==> config.mk <==
export PLATFORM = sky130hd
export DESIGN_NAME = poly_sub_ctrl
export DESIGN_NICKNAME = d
export VERILOG_FILES = /design/src/rtl/poly_arith_pkg.sv /design/src/rtl/coeff_fifo.sv /design/src/rtl/mod_sub.sv /design/src/rtl/poly_sub_ctrl.sv
export SDC_FILE = /design/constraint.sdc
export NUM_CORES = 1
export LEC_CHECK = 0
export BUFFER_PORTS_ARGS = -buffer_cell sky130_fd_sc_hd__buf_2
export CORE_MARGIN = 3
export CORE_UTILIZATION = 30
export CTS_BUF_LIST = sky130_fd_sc_hd__clkbuf_16
export CTS_CLUSTER_SIZE = 8
export DETAILED_ROUTE_END_ITERATION = 16
export PLACE_DENSITY = 0.45
export SYNTH_ARGS = -nofsm -noshare
export SYNTH_HDL_FRONTEND = slang
export SYNTH_HIERARCHICAL = 1
export SYNTH_SLANG_ARGS = --single-unit
==> constraint.sdc <==
create_clock -name clk -period 5.4 [get_ports clk]
set_clock_uncertainty 0.15 [all_clocks]
set_input_delay 0.81 -clock clk [delete_from_list [all_inputs] [get_ports clk]]
set_output_delay 0.81 -clock clk [all_outputs]
set_load 0.005 [all_outputs]
==> src/rtl/poly_arith_pkg.sv <==
// Shared arithmetic types and constants for the polynomial datapath (modulus, coefficient type,
// polynomial length) plus the poly_sub_ctrl state encoding.
package poly_arith_pkg;

    localparam int Q          = 3329;
    localparam int COEFF_W    = 12;
    localparam int N_COEFF    = 256;
    localparam int IDX_W      = $clog2(N_COEFF);
    localparam int CNT_W      = IDX_W + 1;
    localparam int SUB_LAT    = 2;
    localparam int FIFO_DEPTH = 4;

    typedef logic [COEFF_W-1:0] coeff_t;

    typedef enum logic [1:0] {IDLE, RUN, DRAIN, DONE} poly_sub_state_e;

    // With both operands below Q, the wrapped 12-bit difference plus Q lands back in 0..Q-1.
    function automatic coeff_t sub_mod_q(input coeff_t a, input coeff_t b);
        return (a >= b) ? coeff_t'(a - b) : coeff_t'(a - b + coeff_t'(Q));
    endfunction

endpackage

==> src/rtl/coeff_fifo.sv <==
// Synchronous coefficient FIFO with an occupancy count; output reads as zero while empty.
module coeff_fifo
    import poly_arith_pkg::*;
#(
    parameter  int DEPTH = FIFO_DEPTH,
    localparam int CW    = $clog2(DEPTH + 1)
) (
    input  logic          clk,
    input  logic          rst,
    input  logic          push,
    input  coeff_t        push_data,
    input  logic          pop,
    output logic          valid,
    output coeff_t        data,
    output logic [CW-1:0] count
);

    localparam int PW = (DEPTH > 1) ? $clog2(DEPTH) : 1;

    coeff_t        mem [DEPTH];
    logic [PW-1:0] wr_ptr;
    logic [PW-1:0] rd_ptr;

    function automatic logic [PW-1:0] next_ptr(input logic [PW-1:0] p);
        return (p == PW'(DEPTH - 1)) ? '0 : p + PW'(1);
    endfunction

    // NOTE: storage is left unreset; only pointers and count need a known value, and the
    // output mux hides stale entries while empty.
    always_ff @(posedge clk) begin
        if (push) mem[wr_ptr] <= push_data;
    end

    always_ff @(posedge clk) begin
        if (rst) begin
            wr_ptr <= '0;
            rd_ptr <= '0;
            count  <= '0;
        end else begin
            if (push) wr_ptr <= next_ptr(wr_ptr);
            if (pop)  rd_ptr <= next_ptr(rd_ptr);
            case ({push, pop})
                2'b10:   count <= count + CW'(1);
                2'b01:   count <= count - CW'(1);
                default: count <= count;
            endcase
        end
    end

    assign valid = (count != '0);
    assign data  = valid ? mem[rd_ptr] : '0;

endmodule

==> src/rtl/mod_sub.sv <==
// Fixed-latency (a-b) mod Q pipeline; cannot stall, valid_o follows valid_i by LAT cycles.
module mod_sub
    import poly_arith_pkg::*;
#(
    parameter int LAT = SUB_LAT
) (
    input  logic   clk,
    input  logic   rst,
    input  logic   valid_i,
    input  coeff_t op1_i,
    input  coeff_t op2_i,
    output logic   valid_o,
    output coeff_t result_o
);

    logic [LAT-1:0] vld;
    coeff_t         pipe [LAT];

    always_ff @(posedge clk) begin
        if (rst) begin
            vld <= '0;
        end else begin
            vld[0] <= valid_i;
            for (int i = 1; i < LAT; i++) vld[i] <= vld[i-1];
        end
    end

    always_ff @(posedge clk) begin
        pipe[0] <= sub_mod_q(op1_i, op2_i);
        for (int i = 1; i < LAT; i++) pipe[i] <= pipe[i-1];
    end

    assign valid_o  = vld[LAT-1];
    assign result_o = pipe[LAT-1];

endmodule

==> src/rtl/poly_sub_ctrl.sv <==
// Sequences one polynomial of operand pairs through mod_sub with credit-based flow control.
// Optional input range checking on err_o is enabled by defining POLY_SUB_RANGE_CHK_EN.
module poly_sub_ctrl
    import poly_arith_pkg::*;
(
    input  logic             clk,
    input  logic             rst,
    input  logic             start_i,
    output logic             busy_o,
    output logic             done_o,
    input  logic             ab_valid_i,
    output logic             ab_ready_o,
    input  coeff_t           a_i,
    input  coeff_t           b_i,
    output logic             res_valid_o,
    input  logic             res_ready_i,
    output coeff_t           res_o,
    output logic [IDX_W-1:0] res_idx_o,
    output logic             res_last_o,
    output logic             err_o
);

    localparam int OCC_W = $clog2(FIFO_DEPTH + 1);

    if (FIFO_DEPTH < SUB_LAT + 1) begin : g_depth_chk
        $error("FIFO_DEPTH must be at least SUB_LAT+1");
    end

    poly_sub_state_e  state;
    logic [CNT_W-1:0] issue_cnt;
    logic [CNT_W-1:0] pop_cnt;
    logic [OCC_W-1:0] inflight;
    logic [OCC_W-1:0] fifo_cnt;
    logic [OCC_W:0]   occupancy;
    logic             issue;
    logic             pop;
    logic             last_pop;
    logic             sub_valid;
    coeff_t           sub_res;

    // Every issued pair holds a FIFO slot from issue until pop, so a push can never overflow.
    assign occupancy  = {1'b0, inflight} + {1'b0, fifo_cnt};
    assign ab_ready_o = (state == RUN) && (issue_cnt < CNT_W'(N_COEFF))
                        && (occupancy < (OCC_W + 1)'(FIFO_DEPTH));
    assign issue      = ab_valid_i && ab_ready_o;
    assign pop        = res_valid_o && res_ready_i;
    assign last_pop   = pop && (pop_cnt == CNT_W'(N_COEFF - 1));
    assign res_idx_o  = pop_cnt[IDX_W-1:0];
    assign res_last_o = res_valid_o && (pop_cnt == CNT_W'(N_COEFF - 1));

    mod_sub #(.LAT(SUB_LAT)) u_mod_sub (
        .clk      (clk),
        .rst      (rst),
        .valid_i  (issue),
        .op1_i    (a_i),
        .op2_i    (b_i),
        .valid_o  (sub_valid),
        .result_o (sub_res)
    );

    coeff_fifo #(.DEPTH(FIFO_DEPTH)) u_fifo (
        .clk       (clk),
        .rst       (rst),
        .push      (sub_valid),
        .push_data (sub_res),
        .pop       (pop),
        .valid     (res_valid_o),
        .data      (res_o),
        .count     (fifo_cnt)
    );

    always_ff @(posedge clk) begin
        if (rst) begin
            inflight <= '0;
        end else begin
            case ({issue, sub_valid})
                2'b10:   inflight <= inflight + OCC_W'(1);
                2'b01:   inflight <= inflight - OCC_W'(1);
                default: inflight <= inflight;
            endcase
        end
    end

    // Counter updates come first so the start branch below can override them.
    always_ff @(posedge clk) begin
        if (rst) begin
            state     <= IDLE;
            busy_o    <= 1'b0;
            done_o    <= 1'b0;
            issue_cnt <= '0;
            pop_cnt   <= '0;
        end else begin
            done_o <= 1'b0;
            if (issue) issue_cnt <= issue_cnt + CNT_W'(1);
            if (pop)   pop_cnt   <= pop_cnt + CNT_W'(1);
            case (state)
                IDLE: if (start_i) begin
                    state     <= RUN;
                    busy_o    <= 1'b1;
                    issue_cnt <= '0;
                    pop_cnt   <= '0;
                end
                RUN: if (issue_cnt == CNT_W'(N_COEFF)) state <= DRAIN;
                DRAIN: if (last_pop) begin
                    state  <= DONE;
                    busy_o <= 1'b0;
                    done_o <= 1'b1;
                end
                DONE:    state <= IDLE;
                default: state <= IDLE;
            endcase
        end
    end

`ifdef POLY_SUB_RANGE_CHK_EN
    always_ff @(posedge clk) begin
        if (rst) begin
            err_o <= 1'b0;
        end else if (state == IDLE && start_i) begin
            err_o <= 1'b0;
        end else if (issue && (a_i >= coeff_t'(Q) || b_i >= coeff_t'(Q))) begin
            err_o <= 1'b1;
        end
    end
`else
    assign err_o = 1'b0;
`endif

endmodule
==> summary.txt, run 1 <==
Status
  • Status: complete, no violations

Global routing
  • Wire length of the first global-routing pass: 15.8 mm
  • Initial antenna violation count: 0
  • Largest net degree at the start of global routing: 19
  • GRT Util Overall: under 10%
  • GRT overflow: 0
  • Vias in the first global route: 3253

Clock tree
  • Root Buffer: clkbuf_16
  • Clk buf depth: 2
  • Clock tree sinks: 108
  • CTS Hold Buffers Added: 0
  • Setup Buffers After CTS: 0
  • Worst-path clk slew: about 0.07 ns
  • Clock latency on the worst-skew pair: 0.34 ns
  • TritonCTS clock tree: built
  • Num CTS Buffers: 9
  • Post-CTS sizing: 0
  • CTS H-tree depth: 3

STA
  • Setup TNS: 0 ns
  • Max_slew headroom: 35.1%
  • Final setup margin: 2.29 ns
  • Slew Limit Fails: 0
  • Hold slack: 0.180 ns
  • Min Tclk post-route: 3.11 ns
  • Fin. Hold Viols: 0
  • Setup-failing EPs final: 0
  • Measured slew at the worst slew-check pin: 0.974 ns
  • Max Fclk: about 320 MHz
  • RSZ-0062 raised after global routing: no
  • Crit share post-route: 57.6%

Critical path
  • Crit Reg-Reg Endpoint: u_fifo/count[2]$_SDFFE_PP0P_
  • Slowest CP cell: dfxtp_1
  • Crit-path cells: mux4_1 -> and2b_1 -> buf_2
  • R2r startpoint: u_fifo/count[0]$_SDFFE_PP0P_
  • Worst Setup EP: res_o[8]
  • CP endpoint kind: output port
  • Critical Setup Path Class: flop to output port
  • Critical path fanouts, max: 12
  • Crit start category: flop
  • Slack of the worst reg-to-reg path: 2.63 ns
  • Critical Path RT: around 4.4 ns
  • CP max stage delay: 0.85 ns
  • Worst R2R Path Depth: 11
  • Worst EP arrival: between 2 and 2.5 ns

Place
  • I/O Buffers: 53
  • Final HPWL DP: 6.77 mm
  • Gpl congestion: 0.749
  • Pre-CTS WS: 2.10 ns
  • Placed Cells: 697

Detailed routing
  • Vias: 3256
  • Vias/cell: 4.57
  • Drt initial violations: 141
  • WL/cell: 13.1 um
  • # DRC: 0
  • DRT antenna net count: 0
  • First-pass detailed-route iteration total: 4
  • Post-Route WL: 9.32 mm

Floorplanning
  • Die footprint: 19200 sq um
  • Site row count: 47
  • DIE WIDTH: 138 um
  • Core footprint: 16900 sq um
  • IO Pins: 55
  • Starting density of the core: 31.2%
  • Die Y: 138 um

Yosys
  • Synth top cells by count: dfxtp_1 (60), edfxtp_1 (48), inv_1 (34)
  • Post-synthesis cell area: 5260 sq um
  • Number of synthesized flops with an enable pin: 48
  • Avg Cell Area, Syn: roughly 12 sq um
  • Post-synth top area share: 27.4%
  • Yosys warnings: 6
  • Flops & latches, synth: 108
  • Dominant synthesized flop cell: dfxtp_1
  • Yosys cell types: 66
  • Async S/R FF share, synth: 0%
  • Most instantiated library cell after synthesis: dfxtp_1
  • Synth Instances: 453
  • Sequential cell area fraction in the yosys report: 50.2%
  • Main area contributors after synthesis: edfxtp_1 (27%), dfxtp_1 (23%), ha_1 (6.9%)
  • Largest area contributor in the netlist: edfxtp_1
  • Syn_nets: 514

Power
  • Peak supply drop: 0.182 mV
  • Logic gate share of total power: around a fifth
  • Part of the power in the clock network: roughly 31%
  • Sequential Power Share: 49.6%
  • P_sw: 0.000577 W
  • Final Power: 0.00210 W
  • PD cells: 357 nW/um^2
  • Leakage: 2.27 nW
  • Sw frac: 27.5%
  • Int Power: 0.00152 W

Final layout
  • Synth-to-Final Area Change: 11.6%
  • Non-filler instance count after layout: 713
  • Total Nets Final: between 500 and 600
  • Layout cells sized above 1: 20.3%
  • Diode count: 0

Run
  • Max-Cap Viols: 0

Worst hold path
  • Worst Hold Class: flop to flop
logic make-up after synthesis:
group / Yosys count / share of synthesized area [%]
DFF: 108 / 50.2
buffers and inverters: 65 / 6.99
AOI/OAI and AO/OA: 66 / 9.27
xor gates and xnor gates: 30 / 4.99
adders and majority gates: 32 / 8.04
muxes: 17 / 6.25
other: 1 / 0.0713
and+or+nand+nor: 134 / 14.2
final cells by class:
class                   instances  area [sq um]
fillers                      1673         11000
flip-flops and latches        108          2640
multi-input cells             280          2250
well taps                     220           275
repair buffers                 54           273
clock buffers                   9           225
inverters                      35           131
clock inverters                 7          75.1
per-stage QoR:
step | area, sq um | util [%]
floorplan | 5260 | -
global placement | 5570 | 33.0
detailed placement | 5570 | 33.0
CTS | 5870 | 34.8
global route | 5870 | 34.8
finish | 5870 | 34.8
placed cells by master, fill, tap and decap left out, drive strengths merged, types with 10 or more instances in the layout:
cell    netlist  routed
inv          34      39
o21ai        12      12
buf          26      54
mux4         12      12
nor2         29      29
nand3        10      10
xor2         14      14
nand2        22      22
a21oi        27      27
ha           29      29
nor2b        13      13
edfxtp       48      48
dfxtp        60      60
xnor2        16      16
routing by layer:
layer  track usage, %  share of wire (%)  vias up
li1                 -                  -     1664
met1             13.8                 51     1539
met2             15.3                 45       46
met3             1.93                2.8        7
met4             3.59                1.1        0
met5                0                  0        -
state kept, by name (all words and copies together) (netlist names), named ones only:
signal and cells:
busy_o 1, u_mod_sub/pipe 24, issue_cnt 9, inflight 3
done_o 1, state 2, u_mod_sub/vld 2, pop_cnt 9
u_fifo/rd_ptr 2, u_fifo/wr_ptr 2, u_fifo/mem 48, u_fifo/count 3
power by group through the flow:
stage	sequential, W	combinational (W)	clock (W)
floorplan	0.00102	0.000369	0
global placement	0.00106	0.000400	0
detailed placement	0.00106	0.000405	0
CTS	0.00104	0.000409	0.000680
global route	0.00106	0.000457	0.000712
finish	0.00104	0.000401	0.000656
how the worst min path moves through the flow:
stage / from / to / slack, ns / cells after the start
floorplan: u_mod_sub/pipe[0][0]$_DFF_P_ / u_mod_sub/pipe[0][12]$_DFF_P_ / 0.16 / 0
global placement: u_mod_sub/pipe[0][6]$_DFF_P_ / u_mod_sub/pipe[0][18]$_DFF_P_ / 0.16 / 0
detailed placement: u_mod_sub/pipe[0][7]$_DFF_P_ / u_mod_sub/pipe[0][19]$_DFF_P_ / 0.16 / 0
CTS: u_mod_sub/pipe[0][7]$_DFF_P_ / u_mod_sub/pipe[0][19]$_DFF_P_ / 0.18 / 0
global route: u_mod_sub/pipe[0][4]$_DFF_P_ / u_mod_sub/pipe[0][16]$_DFF_P_ / 0.19 / 0
finish: u_mod_sub/pipe[0][7]$_DFF_P_ / u_mod_sub/pipe[0][19]$_DFF_P_ / 0.18 / 0
worst max-delay path, delay by kind of cell, from the launching register on:
kind	cells	cell delay (ns)
simple gates	1	0.17
buf+inv	1	0.12
flops	1	0.85
mux	1	0.67
(Power assumes the default switching activity.)
==> inputs of run 2 (changes only) <==
PLACE_DENSITY = 0.47   (was 0.45)
clock period = 2.81 ns   (was 5.4 ns; I/O delays follow)
==> run 2 against run 1 <==
  * Design area is 1.5% higher
  * Sequential power is 90% higher
  * First-iteration DRC count is 32% lower
  * Sequential share of layout area is 0.68 points lower
  * Total power is 93% higher
  * Critical endpoint is now u_fifo/count[2]$_SDFFE_PP0P_
  * Via count is 0.74% higher
  * Hold slack worse by 0.0023 ns
  * Critical path depth is 7 higher
  * Largest power group unchanged
  * Register-to-register slack worse by 2.3 ns
  * Combinational power is 110% higher
==> summary.txt, run 2 (synthesis results as in run 1) <==
Clock tree
  • Clock latency on the worst-skew pair: approximately 0.34 ns
  • Clock tree sinks: 108
  • Setup Buffers After CTS: 0
  • Root Buffer: clkbuf_16
  • Worst-path clk slew: ~0.070 ns
  • CTS H-tree depth: 3
  • CTS Hold Buffers Added: 0
  • TritonCTS clock tree: built
  • Num CTS Buffers: 9
  • Clk buf depth: 2
  • Post-CTS sizing: 0

STA
  • Setup-failing EPs final: 0
  • Crit share post-route: 89.1%
  • RSZ-0062 raised after global routing: no
  • Fin. Hold Viols: 0
  • Measured slew at the worst slew-check pin: 0.683 ns
  • Slew Limit Fails: 0
  • Max_slew headroom: a little over half
  • Setup TNS: 0 ns
  • Max Fclk: 400 MHz
  • Min Tclk post-route: roughly 2.5 ns
  • Final setup margin: 0.307 ns

Floorplanning
  • DIE WIDTH: ~140 um
  • Site row count: 47
  • Core footprint: 16900 sq um
  • Die Y: 138 um
  • Starting density of the core: a little under a third
  • IO Pins: 55
  • Die footprint: 19200 sq um

Critical path
  • CP endpoint kind: flop
  • CP max stage delay: 0.38 ns
  • Critical Path RT: 2.93 ns
  • Critical Setup Path Class: flop to flop
  • CP bufs+invs: 3
  • CP top delay family: simple AND/OR/NAND/NOR gates
  • Top cell by count, worst path: inv_1
  • Critical path fanouts, max: 6
  • Crit-path cells: nor3_1 -> inv_1 -> nand2_1 -> clkinv_1 -> ha_1 -> inv_1 -> fa_1 -> xor2_1 -> or3_1 -> a21oi_1
  • Slowest CP cell: nor3_1
  • Crit start category: flop
  • Worst EP arrival: 2.62 ns

Detailed routing
  • Post-Route WL: 9.16 mm
  • Vias: 3280
  • First-pass detailed-route iteration total: 4
  • Drt initial violations: between 90 and 100
  • DRT antenna net count: 0
  • # DRC: 0
  • Vias/cell: between 4 and 5
  • WL/cell: ~13 um

Power
  • PD cells: 680 nW/um^2
  • Peak supply drop: 0.305 mV
  • Final Power: 0.00406 W
  • Leakage: 2.32 nW

Final layout
  • Diode count: 0
  • Layout cells sized above 1: 22.4%
  • Post-route cell area: 5960 sq um
  • Largest reg by FF count: u_fifo/mem
  • Most frequent standard cell in the layout excluding fill and tap cells: dfxtp_1
  • Total Nets Final: approximately 560
  • Max reg flops: 48
  • Synth-to-Final Area Change: 13.3%
  • Biggest regs: u_fifo/mem x48, u_mod_sub/pipe x24
  • Highest-count cells in the layout ignoring fill and taps: dfxtp_1 (60), buf_2 (53), edfxtp_1 (48)

Global routing
  • GRT Util Overall: 9.63%
  • GRT overflow: 0
  • Vias in the first global route: 3150
  • Initial antenna violation count: 0
  • Largest net degree at the start of global routing: 21
  • Wire length of the first global-routing pass: roughly 15 mm

Place
  • Pre-CTS WS: 0.00763 ns
  • Gpl congestion: between 0.7 and 0.8
  • Placed standard-cell area: 5660 sq um
  • I/O Buffers: 53
  • Final HPWL DP: approximately 6.8 mm

Worst hold path
  • Worst Hold Class: flop to flop

Run
  • Max-Cap Viols: 0

Status
  • Status: complete, no violations
## run 2: changes by cell type in the layout (fill, tap and decap cells not counted), sizes merged
cell and change:
buf +12, bufinv -1, inv +1, clkinv -1, clkbuf +1
## run 2: worst register-to-register path, cell delays in order, from the launching register on
cell and delay [ns]:
dfxtp_1 0.35, nor3_1 0.38, inv_1 0.15, nand2_1 0.24, clkinv_1 0.16, ha_1 0.25, inv_1 0.07, fa_1 0.18
xor2_1 0.07, or3_1 0.30, a21oi_1 0.14
## run 2: layer usage
layer,wire (um),share of wire [%],track usage [%],up-vias
li1,-,-,-,1693
met1,4630,51,13.0,1523
met2,4030,44,15.1,53
met3,333,3.6,1.90,11
met4,167,1.8,4.21,0
met5,0,0,0,-
## run 2: final cells by class
class / instances / area, sq um
clock inverters: 6 / 50.0
well taps: 220 / 275
flip-flops and latches: 108 / 2640
inverters: 35 / 131
clock buffers: 10 / 250
fillers: 1690 / 10900
multi-input cells: 280 / 2250
repair buffers: 66 / 363
## run 2: stage by stage
| stage | hold slack, ns | instances | util [%] |
|---|---|---|---|
| after floorplan | 0.160 | 453 | - |
| after global placement | 0.162 | 709 | 33.6 |
| after detailed placement | 0.162 | 709 | 33.6 |
| after CTS | 0.179 | 725 | 35.3 |
| after global routing | 0.186 | 725 | 35.3 |
| final | 0.178 | 725 | 35.3 |
## run 2: path summary, 6_finish.rpt
kind / start / to / slack [ns] / cells after the start
max: u_fifo/count[0]$_SDFFE_PP0P_ / u_fifo/count[2]$_SDFFE_PP0P_ / 0.31 / 10
min: u_mod_sub/pipe[0][11]$_DFF_P_ / u_mod_sub/pipe[0][23]$_DFF_P_ / 0.18 / 0
max reg2reg: u_fifo/count[0]$_SDFFE_PP0P_ / u_fifo/count[2]$_SDFFE_PP0P_ / 0.31 / 10
min reg2reg: u_mod_sub/pipe[0][11]$_DFF_P_ / u_mod_sub/pipe[0][23]$_DFF_P_ / 0.18 / 0
## run 2: power by group
group	total (W)	internal, W	switching, W
Sequential	0.00198	0.00187	0.000111
Clock	0.00125	0.000671	0.000575
Combinational	0.000827	0.000386	0.000441
==> inputs of run 3 (changes only) <==
PLACE_DENSITY = 0.45   (was 0.47)
clock period = 2.75 ns   (was 2.81 ns; I/O delays follow)
==> run 3 against run 2 <==
  * Combinational power increased by 4.0%
  * Total power increased by 2.3%
  * Worst setup slack gained 0.022 ns
  * Hold slack worse by 0.0035 ns
  * Clock-buffer cell count shrank 1
  * Clock power about the same
  * Via count up 1.5%
  * Critical path depth increased by 2
  * Sequential cell count stayed put
  * First-iteration DRC count is 13% higher
==> summary.txt, run 3 (synthesis results as in run 1) <==
Global routing
  • Initial antenna violation count: 0
  • GRT overflow: 0
  • Vias in the first global route: 3245
  • Largest net degree at the start of global routing: 19
  • Wire length of the first global-routing pass: 15.8 mm
  • GRT Util Overall: 9.92%

Floorplanning
  • Core footprint: ~17000 sq um
  • Die footprint: 19200 sq um
  • DIE WIDTH: roughly 140 um
  • Starting density of the core: 31.2%
  • Die Y: 138 um
  • Site row count: 47
  • IO Pins: 55

Critical path
  • Critical path fanouts, max: 4
  • Crit start category: input pin
  • Critical Path RT: around 2.9 ns
  • Critical Setup Path Class: input pin to flop
  • Worst EP arrival: roughly 2.5 ns
  • CP endpoint kind: flop

Status
  • Status: complete, no violations

Place
  • Gpl congestion: 0.760
  • Final HPWL DP: 7.02 mm
  • Pre-CTS WS: -0.0390 ns
  • I/O Buffers: 53
  • Placed Cells: 713

Final layout
  • Diode count: 0
  • Non-filler instance count after layout: around 730
  • Largest reg by FF count: u_fifo/mem
  • Max reg flops: 48
  • Total Nets Final: 565
  • Synth-to-Final Area Change: 13.8%
  • Layout cells sized above 1: 22.6%
  • Most frequent standard cell in the layout excluding fill and tap cells: dfxtp_1
  • Number of fill cells: 1657
  • Biggest regs: u_fifo/mem x48, u_mod_sub/pipe x24
  • Highest-count cells in the layout ignoring fill and taps: dfxtp_1 (60), buf_2 (53), edfxtp_1 (48)

STA
  • Fin. Hold Viols: 0
  • Measured slew at the worst slew-check pin: 0.715 ns
  • RSZ-0062 raised after global routing: no
  • Crit share post-route: 88.0%
  • Setup-failing EPs final: 0
  • Max Fclk: 413 MHz
  • Max_slew headroom: 52.3%
  • Slew Limit Fails: 0
  • Min Tclk post-route: 2.42 ns
  • Final setup margin: 0.329 ns

Detailed routing
  • # DRC: 0
  • DRT antenna net count: 0
  • Vias: ~3300
  • Post-Route WL: 9.51 mm
  • WL/cell: around 13 um
  • Drt initial violations: 108
  • First-pass detailed-route iteration total: 4
  • Vias/cell: 4.57

Run
  • Max-Cap Viols: 0

Clock tree
  • Post-CTS sizing: 0
  • Setup Buffers After CTS: 0
  • CTS Hold Buffers Added: 0
  • CTS H-tree depth: 3
  • Clk buf depth: 2
  • Clock latency on the worst-skew pair: 0.33 ns
  • Worst-path clk slew: 0.07 ns
  • Num CTS Buffers: 9
  • Root Buffer: clkbuf_16
  • TritonCTS clock tree: built
  • Clock tree sinks: 108

Power
  • Peak supply drop: 0.326 mV
  • Leakage: 2.33 nW
  • PD cells: slightly below 700 nW/um^2

Worst hold path
  • Worst Hold Class: flop to flop
run 3: layer usage:
metal	track usage (%)	wire [um]
met3	2.18	369
met4	4.00	162
met2	16.0	4330
met5	0	0
met1	13.0	4650
run 3: final cells by class:
class | count | area, sq um | area share [%]
clock buffer | 9 | 225 | 3.76
clock inverter | 7 | 68.8 | 1.15
inverter | 35 | 131 | 2.19
multi-input combinational | 280 | 2250 | 37.6
sequential | 108 | 2640 | 44.1
tap | 220 | 275 | 4.60
timing repair buffer | 70 | 393 | 6.56
run 3: critical path, cell delays in order:
cell and delay, ns:
buf_2 0.09, inv_1 0.05, ha_1 0.15, inv_1 0.05, fa_1 0.41, a211oi_2 0.30, nor2_1 0.10, xor2_1 0.16
and3_1 0.16, a41o_1 0.27, a211oi_2 0.24, xnor2_1 0.14
run 3: final timing paths:
kind / from / endpoint / cells after the start / slack, ns
max: a_i[0] / u_mod_sub/pipe[0][11]$_DFF_P_ / 12 / 0.33
min: u_mod_sub/pipe[0][7]$_DFF_P_ / u_mod_sub/pipe[0][19]$_DFF_P_ / 0 / 0.17
max reg2reg: state[1]$_SDFFE_PP0P_ / inflight[2]$_SDFFE_PP0P_ / 10 / 0.39
min reg2reg: u_mod_sub/pipe[0][7]$_DFF_P_ / u_mod_sub/pipe[0][19]$_DFF_P_ / 0 / 0.17
run 3: through the flow:
step	util (%)	power [W]	TNS (ns)	instance area [sq um]	hold WS (ns)
finish	35.5	0.00415	0	5990	0.175
global route	35.5	0.00438	0	5990	0.183
CTS	35.5	0.00422	0	5990	0.179
detailed placement	33.7	0.00294	-0.0390	5690	0.162
global placement	33.7	0.00291	0	5690	0.162
floorplan	-	0.00273	0	5260	0.160
run 3: power breakdown:
part	leakage, nW	switching [W]	internal, W
clock	0.144	0.000555	0.000705
combinational	1.26	0.000456	0.000403
sequential	0.926	0.000117	0.00192
